### src/rtl/acc_cpu_core.sv
// acc_cpu_core -- two-word accumulator CPU core with a req/ack memory port.
//
// Every instruction is an opcode word followed by an operand word. The
// controller walks IDLE -> FOP -> FARG -> EXEC -> [MEM] -> FOP. HALT is
// terminal until reset. Any wait states the memory adds stretch the
// requesting state.
//
// Build option: define ACC_CPU_CALL_STACK_EN to add a STACK_DEPTH-entry
// hardware return-address stack for CALL (0x0B) and RET (0x0C). When it is
// undefined, those two codes decode as illegal opcodes.
//
// Memory handshake: mem_req is high for the whole of FOP, FARG and MEM.
// mem_addr, mem_we and mem_wdata are functions of registered state only, so
// they hold steady while mem_req=1 and mem_ack=0. The transfer completes on
// the rising edge where mem_req=1 and mem_ack=1; mem_rdata is sampled on that
// edge. mem_ack is ignored whenever mem_req=0.
//
// Ports:
//   clk, reset_n            clock, asynchronous active-low reset
//   mem_req/we/addr/wdata   request side of the memory port (wdata = ac)
//   mem_rdata, mem_ack      response side of the memory port
//   pc, ac                  program counter, accumulator
//   ir_opcode, ir_operand   upper (opcode) and lower (operand) instruction words
//   state                   FSM state code (0 IDLE .. 5 HALT)
//   zflg, nflg              ac == 0, ac sign bit
//   halted, fault           core stopped / stopped because of an error
module acc_cpu_core #(
   parameter int DW          = 8,
   parameter int AW          = 8,
   parameter int STACK_DEPTH = 4
) (
   input  logic          clk,
   input  logic          reset_n,
   output logic          mem_req,
   output logic          mem_we,
   output logic [AW-1:0] mem_addr,
   output logic [DW-1:0] mem_wdata,
   input  logic [DW-1:0] mem_rdata,
   input  logic          mem_ack,
   output logic [AW-1:0] pc,
   output logic [DW-1:0] ac,
   output logic [DW-1:0] ir_opcode,
   output logic [DW-1:0] ir_operand,
   output logic [2:0]    state,
   output logic          zflg,
   output logic          nflg,
   output logic          halted,
   output logic          fault
);

   typedef enum logic [2:0] {
      S_IDLE = 3'd0,
      S_FOP  = 3'd1,
      S_FARG = 3'd2,
      S_EXEC = 3'd3,
      S_MEM  = 3'd4,
      S_HALT = 3'd5
   } state_t;

   localparam logic [4:0] OP_NOP  = 5'h00;
   localparam logic [4:0] OP_LDI  = 5'h01;
   localparam logic [4:0] OP_LDA  = 5'h02;
   localparam logic [4:0] OP_STA  = 5'h03;
   localparam logic [4:0] OP_ADD  = 5'h04;
   localparam logic [4:0] OP_SUB  = 5'h05;
   localparam logic [4:0] OP_AND  = 5'h06;
   localparam logic [4:0] OP_JMP  = 5'h07;
   localparam logic [4:0] OP_JZ   = 5'h08;
   localparam logic [4:0] OP_JN   = 5'h09;
   localparam logic [4:0] OP_ADDI = 5'h0A;
`ifdef ACC_CPU_CALL_STACK_EN
   localparam logic [4:0] OP_CALL = 5'h0B;
   localparam logic [4:0] OP_RET  = 5'h0C;
`endif
   localparam logic [4:0] OP_HALT = 5'h1F;

   // Parameter sanity: the legal space is DW >= 8, AW <= DW, STACK_DEPTH >= 1.
   // Nothing is built here; an out-of-range set simply elaborates this empty
   // block and is caught by review of the instantiating top.
   if (DW < 8 || AW > DW || STACK_DEPTH < 1) begin : g_param_out_of_range
   end

   state_t        cur_state;
   state_t        nxt_state;
   logic [4:0]    opc;
   logic [AW-1:0] arg_addr;
   logic          ld_iru;
   logic          ld_irl;
   logic          pc_inc;
   logic          pc_ld;
   logic [AW-1:0] pc_val;
   logic          ac_ld;
   logic [DW-1:0] ac_val;
   logic          fault_set;

   assign opc      = ir_opcode[4:0];
   assign arg_addr = ir_operand[AW-1:0];

`ifdef ACC_CPU_CALL_STACK_EN
   localparam int SP_W = $clog2(STACK_DEPTH + 1);
   localparam int IX_W = (STACK_DEPTH > 1) ? $clog2(STACK_DEPTH) : 1;

   logic [AW-1:0]   stack_mem [STACK_DEPTH];
   logic [SP_W-1:0] sp;
   logic            push;
   logic            pop;
   logic            stack_full;
   logic            stack_empty;
   logic [IX_W-1:0] push_idx;
   logic [IX_W-1:0] top_idx;

   assign stack_full  = (sp == SP_W'(STACK_DEPTH));
   assign stack_empty = (sp == '0);
   assign push_idx    = IX_W'(sp);
   assign top_idx     = IX_W'(sp - SP_W'(1));

   always_ff @(posedge clk or negedge reset_n) begin
      if (!reset_n) begin
         sp <= '0;
      end else if (push) begin
         sp <= sp + SP_W'(1);
      end else if (pop) begin
         sp <= sp - SP_W'(1);
      end
   end

   // Entries above sp are don't-care, so the storage itself needs no reset.
   always_ff @(posedge clk) begin
      if (push) begin
         stack_mem[push_idx] <= pc;
      end
   end
`endif

   // State register.
   always_ff @(posedge clk or negedge reset_n) begin
      if (!reset_n) begin
         cur_state <= S_IDLE;
      end else begin
         cur_state <= nxt_state;
      end
   end

   // Next-state, memory port and datapath controls.
   always_comb begin
      nxt_state = cur_state;
      mem_req   = 1'b0;
      mem_we    = 1'b0;
      mem_addr  = pc;
      ld_iru    = 1'b0;
      ld_irl    = 1'b0;
      pc_inc    = 1'b0;
      pc_ld     = 1'b0;
      pc_val    = arg_addr;
      ac_ld     = 1'b0;
      ac_val    = ac;
      fault_set = 1'b0;
`ifdef ACC_CPU_CALL_STACK_EN
      push      = 1'b0;
      pop       = 1'b0;
`endif
      case (cur_state)
         S_IDLE: nxt_state = S_FOP;
         S_FOP: begin
            mem_req = 1'b1;
            if (mem_ack) begin
               ld_iru    = 1'b1;
               pc_inc    = 1'b1;
               nxt_state = S_FARG;
            end
         end
         S_FARG: begin
            mem_req = 1'b1;
            if (mem_ack) begin
               ld_irl    = 1'b1;
               pc_inc    = 1'b1;
               nxt_state = S_EXEC;
            end
         end
         S_EXEC: begin
            nxt_state = S_FOP;
            case (opc)
               OP_NOP: ;
               OP_LDI: begin
                  ac_ld  = 1'b1;
                  ac_val = ir_operand;
               end
               OP_ADDI: begin
                  ac_ld  = 1'b1;
                  ac_val = ac + ir_operand;
               end
               OP_JMP: pc_ld = 1'b1;
               OP_JZ:  pc_ld = zflg;
               OP_JN:  pc_ld = nflg;
               OP_LDA, OP_STA, OP_ADD, OP_SUB, OP_AND: nxt_state = S_MEM;
               OP_HALT: nxt_state = S_HALT;
`ifdef ACC_CPU_CALL_STACK_EN
               // pc already points past the operand word, so it is the
               // return address as-is.
               OP_CALL: begin
                  if (stack_full) begin
                     fault_set = 1'b1;
                     nxt_state = S_HALT;
                  end else begin
                     push  = 1'b1;
                     pc_ld = 1'b1;
                  end
               end
               OP_RET: begin
                  if (stack_empty) begin
                     fault_set = 1'b1;
                     nxt_state = S_HALT;
                  end else begin
                     pop    = 1'b1;
                     pc_ld  = 1'b1;
                     pc_val = stack_mem[top_idx];
                  end
               end
`endif
               default: begin
                  fault_set = 1'b1;
                  nxt_state = S_HALT;
               end
            endcase
         end
         S_MEM: begin
            mem_req  = 1'b1;
            mem_addr = arg_addr;
            mem_we   = (opc == OP_STA);
            if (mem_ack) begin
               nxt_state = S_FOP;
               case (opc)
                  OP_LDA: begin
                     ac_ld  = 1'b1;
                     ac_val = mem_rdata;
                  end
                  OP_ADD: begin
                     ac_ld  = 1'b1;
                     ac_val = ac + mem_rdata;
                  end
                  OP_SUB: begin
                     ac_ld  = 1'b1;
                     ac_val = ac - mem_rdata;
                  end
                  OP_AND: begin
                     ac_ld  = 1'b1;
                     ac_val = ac & mem_rdata;
                  end
                  default: ;
               endcase
            end
         end
         S_HALT: nxt_state = S_HALT;
         default: nxt_state = S_IDLE;
      endcase
   end

   // Architectural registers.
   always_ff @(posedge clk or negedge reset_n) begin
      if (!reset_n) begin
         pc         <= '0;
         ac         <= '0;
         ir_opcode  <= '0;
         ir_operand <= '0;
         fault      <= 1'b0;
      end else begin
         if (ld_iru) begin
            ir_opcode <= mem_rdata;
         end
         if (ld_irl) begin
            ir_operand <= mem_rdata;
         end
         if (pc_ld) begin
            pc <= pc_val;
         end else if (pc_inc) begin
            pc <= pc + AW'(1);
         end
         if (ac_ld) begin
            ac <= ac_val;
         end
         if (fault_set) begin
            fault <= 1'b1;
         end
      end
   end

   assign state     = cur_state;
   assign halted    = (cur_state == S_HALT);
   assign mem_wdata = ac;
   assign zflg      = (ac == '0);
   assign nflg      = ac[DW-1];

endmodule
### config.mk
export PLATFORM = sky130hd
export DESIGN_NAME = acc_cpu_core
export DESIGN_NICKNAME = d
export VERILOG_FILES = /design/src/rtl/acc_cpu_core.sv
export SDC_FILE = /design/constraint.sdc
export NUM_CORES = 1
export LEC_CHECK = 0
export ABC_AREA = 0
export CAP_MARGIN = 5
export CORE_ASPECT_RATIO = 0.7
export CORE_MARGIN = 2
export CORE_UTILIZATION = 55
export CTS_BUF_LIST = sky130_fd_sc_hd__clkbuf_16
export CTS_CLUSTER_DIAMETER = 40
export CTS_CLUSTER_SIZE = 12
export DETAILED_ROUTE_END_ITERATION = 8
export PLACE_DENSITY = 0.86
export SLEW_MARGIN = 20
export SYNTH_ARGS = -nofsm -noshare
export SYNTH_HDL_FRONTEND = slang
export SYNTH_SLANG_ARGS = --single-unit
### constraint.sdc
create_clock -name clk -period 7.1 [get_ports clk]
set_input_delay 1.065 -clock clk [delete_from_list [all_inputs] [get_ports clk]]
set_output_delay 1.065 -clock clk [all_outputs]
set_load 0.1 [all_outputs]
==> results of run 1 <==
[path summary, 6_finish.rpt]
kind | startpoint | end | slack (ns) | cells past startpoint
min in group asynchronous | reset_n | ir_opcode[3] | 1.21 | 2
hold reg to reg | fault | fault | 0.46 | 2
setup / recovery | state[1] | mem_we | 3.16 | 6
setup reg to reg | ir_opcode[2] | ac[7] | 3.48 | 12
hold / removal | fault | fault | 0.46 | 2
max in group asynchronous | reset_n | ac[3] | 5.55 | 2
[worst reg2reg max path, stage by stage, from the launching register on]
cell and delay [ns]:
dfrtp_1 0.60, nor4b_4 0.64, nand2_1 0.21, o21ai_0 0.37, inv_1 0.08, ha_1 0.27
nor2b_1 0.12, o21ai_0 0.23, o211ai_1 0.20, o31ai_1 0.30, xnor2_1 0.18, a211oi_2 0.09
a221oi_1 0.23
[stage by stage]
stage | hold slack, ns | cells | setup WS [ns]
after floorplan | 0.769 | 342 | 2.19
after global placement | 0.452 | 460 | 3.13
after detailed placement | 0.454 | 460 | 3.01
after CTS | 0.468 | 468 | 3.17
after global routing | 0.489 | 468 | 2.99
final | 0.462 | 468 | 3.16
[state kept, by name, summed over array words and instances, names as in the netlist]
signal,count
ac,8
ir_opcode,8
ir_operand,8
pc,8
state,3
fault,1
[routing by layer]
layer / share of wire (%) / routed length, um / global-route usage, %
met1: 46 / 3820 / 41.6
met2: 45 / 3710 / 45.2
met3: 7.4 / 606 / 5.36
met4: 1.0 / 82 / 6.53
met5: 0 / 0 / 0
[cell usage after synthesis (all sizes together), types with 3 or more instances]
cell,number
dfrtp,36
nand2,34
o21ai,34
nor2,23
a21oi,22
mux2,22
buf,17
ha,17
inv,15
xnor2,12
nor3,10
clkbuf,9
nor2b,8
a21o,6
nand3,6
xor2,6
a211oi,5
a221o,5
nand2b,5
nor3b,5
o31ai,5
a22oi,4
and3,4
a221oi,3
[area by class of cell]
| class | count | area [sq um] |
|---|---|---|
| Timing Repair Buffer | 72 | 708 |
| Fill cell | 404 | 1440 |
| Clock buffer | 5 | 125 |
| Tap cell | 72 | 90.1 |
| Multi-Input combinational cell | 265 | 1890 |
| Sequential cell | 36 | 901 |
| Clock inverter | 3 | 42.5 |
| Inverter | 15 | 56.3 |
[kinds of logic (layout without fill, tap and decap cells)]
family	Yosys count	in the layout	share of synthesized area [%]
flip-flops	36	36	30.0
AO/OA/AOI/OAI	97	97	22.0
XOR/XNOR	18	18	5.50
multiplexers	23	23	8.58
buffers and inverters	41	95	6.95
AND/OR/NAND/NOR	107	107	18.2
adder cells (fa/ha/maj)	20	20	8.75
==> metrics.md, run 1 <==
| Metric | Value |
|---|---|
| Routed WL per cell | 17.6 um |
| Relative slew margins | 29.4% |
| Setup violations, final | 0 |
| TritonCTS Buffers | 5 |
| Port buffer count | 67 |
| CTS tree | done |
| Fraction of layout cells with a size suffix above 1 | 11.4% |
| Asr flop ratio synth | 100% |
| Pre-Repair DR Iteration Count | 4 |
| Synth area leader | dfrtp_1 |
| # IOs | 68 |
| Antenna violations before repair | 0 |
| Post-synthesis sequential area ratio | 30.0% |
| Reg clk slew, reported paths | 0.06 ns |
| Slowest stage cell, crit path | clkdlybuf4s50_1 |
| Worst Max-Slew Pin Slew | 1.06 ns |
| Max-Cap Viols | 0 |
| Crit-path cells | nand2b_1, nor2_1, buf_4, nand2_1, nor3_1, clkdlybuf4s50_1 |
| EDFF count, synth | 0 |
| Clock Path Buffers | 2 |
| Post-synthesis register bit count | 36 |
| Starting Density | 57.1% |
| DP Area | 3650 sq um |
| Most common cell after layout, fill and taps aside | clkdlybuf4s50_1 |
| Top FF cell, synth | dfrtp_1 |
| Area of the die | 6080 sq um |
| DRT Wirelength | 8220 um |
| Fin nets | 425 |
| Clk sinks | 36 |
| Area of the mapped netlist | 3000 sq um |
| Max Fclk | 254 MHz |
| Top cell family by delay on the critical path | buffers and inverters |
| RSZ-0062 raised after global routing | no |
| Number of gates resized after cts | 0 |
| Synthesized area per cell | 8.78 sq um |
| Via density | 6.00 |
| Min Tclk post-route | 3.94 ns |
| Final Hold Fails | 0 |
| Setup_tns | 0 ns |
| Yosys warns | 0 |
| CP bufs+invs | 2 |
| Worst path required time | 6.03 ns |
| Largest net degree at the start of global routing | 37 |
| Fin util | 72.6% |
| Die Ht | 65.8 um |
| Largest fanout on the critical path | 25 |
| First-pass GRT wire length | 13800 um |
| CP Class | reg2out |
| Mapped Cells | 342 |
| P&R area growth vs syn | 27.1% |
| Clock Skew | 0.00422 ns |
| Synth Net Count | 372 |
| Final Cell Area | 3820 sq um |
| CP Launch Type | flop |
| DR vias | 2808 |
| Total grt overflow | 0 |
| Die span in x | 92.3 um |
| WP data arrival | 2.87 ns |
| Status | finished clean |
| Gp weighted congestion | 0.934 |
| H-tree levels | 2 |
| Clk root buf | clkbuf_16 |
| Worst min-delay path class | reg2reg |
| Yosys cell types | 56 |
| Vias in the first global route | 2692 |
| Most frequent cells in the layout | 67 x clkdlybuf4s50_1, 36 x dfrtp_1, 34 x nand2_1 |
| Post-CTS Setup Repair Bufs | 0 |
| # diodes | 0 |
| Hpwl dp | 5870 um |
| All-Layer GR Usage | 28.8% |
| CP max stage delay | 1.16 ns |
| Kind of end point of the critical path | primary output |
| Core ar. | 5260 sq um |
| Number of hold buffers added after cts | 0 |
| Starting DRC count in detailed routing | 269 |
| Final Cycle Share | 55.5% |
| Row count | 22 |
| Antenna viol nets, final | 0 |
| Post-synth top area share | 30.0% |
| Later-pin clock latency in the skew report | 0.28 ns |
| Max-slew violations | 0 |
| Post-route DRC | 0 |
| Top post-synthesis cells by area | dfrtp_1 30%, mux2_2 8.2%, ha_1 7.1% |
Power of run 1 is not shown: default switching activity piles up to over one toggle a cycle in this logic, so the estimate is an artifact.
==> run 2, diff against run 1 <==
--- a/config.mk
+++ b/config.mk
@@ -9,12 +9,12 @@
 export CAP_MARGIN = 5
 export CORE_ASPECT_RATIO = 0.7
 export CORE_MARGIN = 2
-export CORE_UTILIZATION = 55
+export CORE_UTILIZATION = 46
 export CTS_BUF_LIST = sky130_fd_sc_hd__clkbuf_16
 export CTS_CLUSTER_DIAMETER = 40
 export CTS_CLUSTER_SIZE = 12
 export DETAILED_ROUTE_END_ITERATION = 8
-export PLACE_DENSITY = 0.86
+export PLACE_DENSITY = 0.77
 export SLEW_MARGIN = 20
 export SYNTH_ARGS = -nofsm -noshare
 export SYNTH_HDL_FRONTEND = slang
==> constraint.sdc (replaced) <==
create_clock -name clk -period 3.5 [get_ports clk]
set_input_delay 0.525 -clock clk [delete_from_list [all_inputs] [get_ports clk]]
set_output_delay 0.525 -clock clk [all_outputs]
set_load 0.1 [all_outputs]
==> metrics.md, run 2 (synthesis gave the netlist of run 1 again) <==
| Metric | Value |
|---|---|
| Row count | 24 |
| Starting Density | 47.9% |
| WP data arrival | 3.30 ns |
| Crit-path cells | nor4b_4, nand2_1, o21ai_0, inv_1, ha_1, nor2b_1, o21ai_0, o211ai_1, o31ai_1, xnor2_1, a211oi_2, a221oi_1 |
| Storage element area | 903 sq um |
| Antenna violations before repair | 0 |
| TritonCTS Buffers | 5 |
| Kind of end point of the critical path | flop |
| CP Launch Type | flop |
| FF-to-FF path depth | 12 |
| Most frequent cells in the layout | 51 x clkdlybuf4s50_1, 34 x nand2_1, 34 x dfrtp_1 |
| Worst min-delay path class | reg2reg |
| Worst Max-Slew Pin Slew | 0.976 ns |
| CTS tree | done |
| Status | finished clean |
| Core ar. | 6280 sq um |
| DP Area | 3700 sq um |
| Starting DRC count in detailed routing | 205 |
| R2r setup slk | 0.38 ns |
| Max-slew violations | 0 |
| Fin cells | 484 |
| Min Tclk post-route | 3.12 ns |
| Top cell family by delay on the critical path | compound AO/OA/AOI/OAI gates |
| # diodes | 0 |
| H-tree levels | 2 |
| Fill cells | 546 |
| Worst path required time | 3.68 ns |
| Post-route DRC | 0 |
| Total grt overflow | 0 |
| CP max stage delay | 0.50 ns |
| Pre-Repair DR Iteration Count | 4 |
| Final Cell Area | 3840 sq um |
| Clk sinks | 36 |
| FF-to-FF End | ac[7] |
| DR vias | 2858 |
| Slowest stage cell, crit path | dfrtp_2 |
| Most common cell after layout, fill and taps aside | clkdlybuf4s50_1 |
| RSZ-0062 raised after global routing | no |
| Hold Startpoint | fault |
| CP bufs+invs | 1 |
| Max Fclk | 320 MHz |
| Post-CTS Setup Repair Bufs | 0 |
| Setup violations, final | 0 |
| Clk root buf | clkbuf_16 |
| Largest net degree at the start of global routing | 37 |
| DRT Wirelength | 8300 um |
| Relative slew margins | 34.7% |
| Final Cycle Share | 89.2% |
| CP Class | reg2reg |
| Worst r2r src | ir_opcode[4] |
| Later-pin clock latency in the skew report | 0.28 ns |
| Number of gates resized after cts | 0 |
| P&R area growth vs syn | 27.7% |
| CP most frequent cell | o21ai_0 |
| Critical path startpoint | ir_opcode[4] |
| Die span in x | 101 um |
| CP Depth | 12 |
| Number of hold buffers added after cts | 0 |
| Port buffer count | 67 |
| Largest fanout on the critical path | 11 |
| Gp weighted congestion | 0.904 |
| First-pass GRT wire length | 13500 um |
| Hpwl dp | 6240 um |
| Fin nets | 435 |
| Setup_tns | 0 ns |
| Max-Cap Viols | 0 |
| Antenna viol nets, final | 0 |
| Multi-input logic area | 1900 sq um |
| Placed insts | 476 |
| Clock Path Buffers | 2 |
| Area of the die | 7200 sq um |
| Worst setup endpoint | ac[7] |
| Vias in the first global route | 2686 |
| Final Hold Fails | 0 |
| Fin util | 61.1% |
| # IOs | 68 |
| Via density | 5.90 |
| Fraction of layout cells with a size suffix above 1 | 17.5% |
| Routed WL per cell | 17.1 um |
| Clock Skew | 0.00435 ns |
| Die Ht | 71.6 um |
| All-Layer GR Usage | 23.8% |
| Reg clk slew, reported paths | 0.05 ns |
run 2: cell types whose count changed in the layout (fill, tap and decap cells not counted), sizes merged:
| cell | before | now |
|---|---|---|
| clkinvlp | 1 | 0 |
| inv | 15 | 17 |
| buf | 5 | 31 |
| bufinv | 1 | 0 |
| clkdlybuf4s50 | 67 | 51 |
run 2: worst reg2reg max path: cells and delay by family, from the launching register on:
family / cells / cell delay [ns]
buffers and inverters: 1 / 0.08
and+or+nand+nor: 3 / 0.66
AOI/OAI and AO/OA: 6 / 1.33
DFF: 1 / 0.50
adders and majority gates: 1 / 0.27
xor gates and xnor gates: 1 / 0.18
run 2: per-layer routing:
metal  wire length [um]  vias up  track usage, %  share of wire (%)
li1                   -     1353               -                  -
met4                 67        0            5.94               0.81
met1               3880     1394            34.3                 47
met5                  0        -               0                  0
met2               3820      104            37.4                 46
met3                531        7            4.10                6.4
run 2: layout make-up:
class / instances / area share (%)
well taps: 78 / 2.54
inverters: 15 / 1.47
clock inverters: 3 / 0.294
clock buffers: 5 / 3.26
repair buffers: 82 / 19.4
multi-input cells: 265 / 49.5
flip-flops and latches: 36 / 23.5
run 2: worst min-delay path by stage:
stage,endpoint,depth (start not counted)
global route,fault,2
global placement,fault,2
floorplan,ac[0],0
CTS,fault,2
finish,fault,2
detailed placement,fault,2
run 2: through the flow:
| stage | hold slack, ns | worst slack [ns] |
|---|---|---|
| finish | 0.479 | 0.379 |
| global route | 0.505 | 0.186 |
| CTS | 0.488 | 0.366 |
| detailed placement | 0.475 | 0.177 |
| global placement | 0.445 | 0.271 |
| floorplan | 0.229 | -0.112 |
Power of run 2 is left out for the same reason.
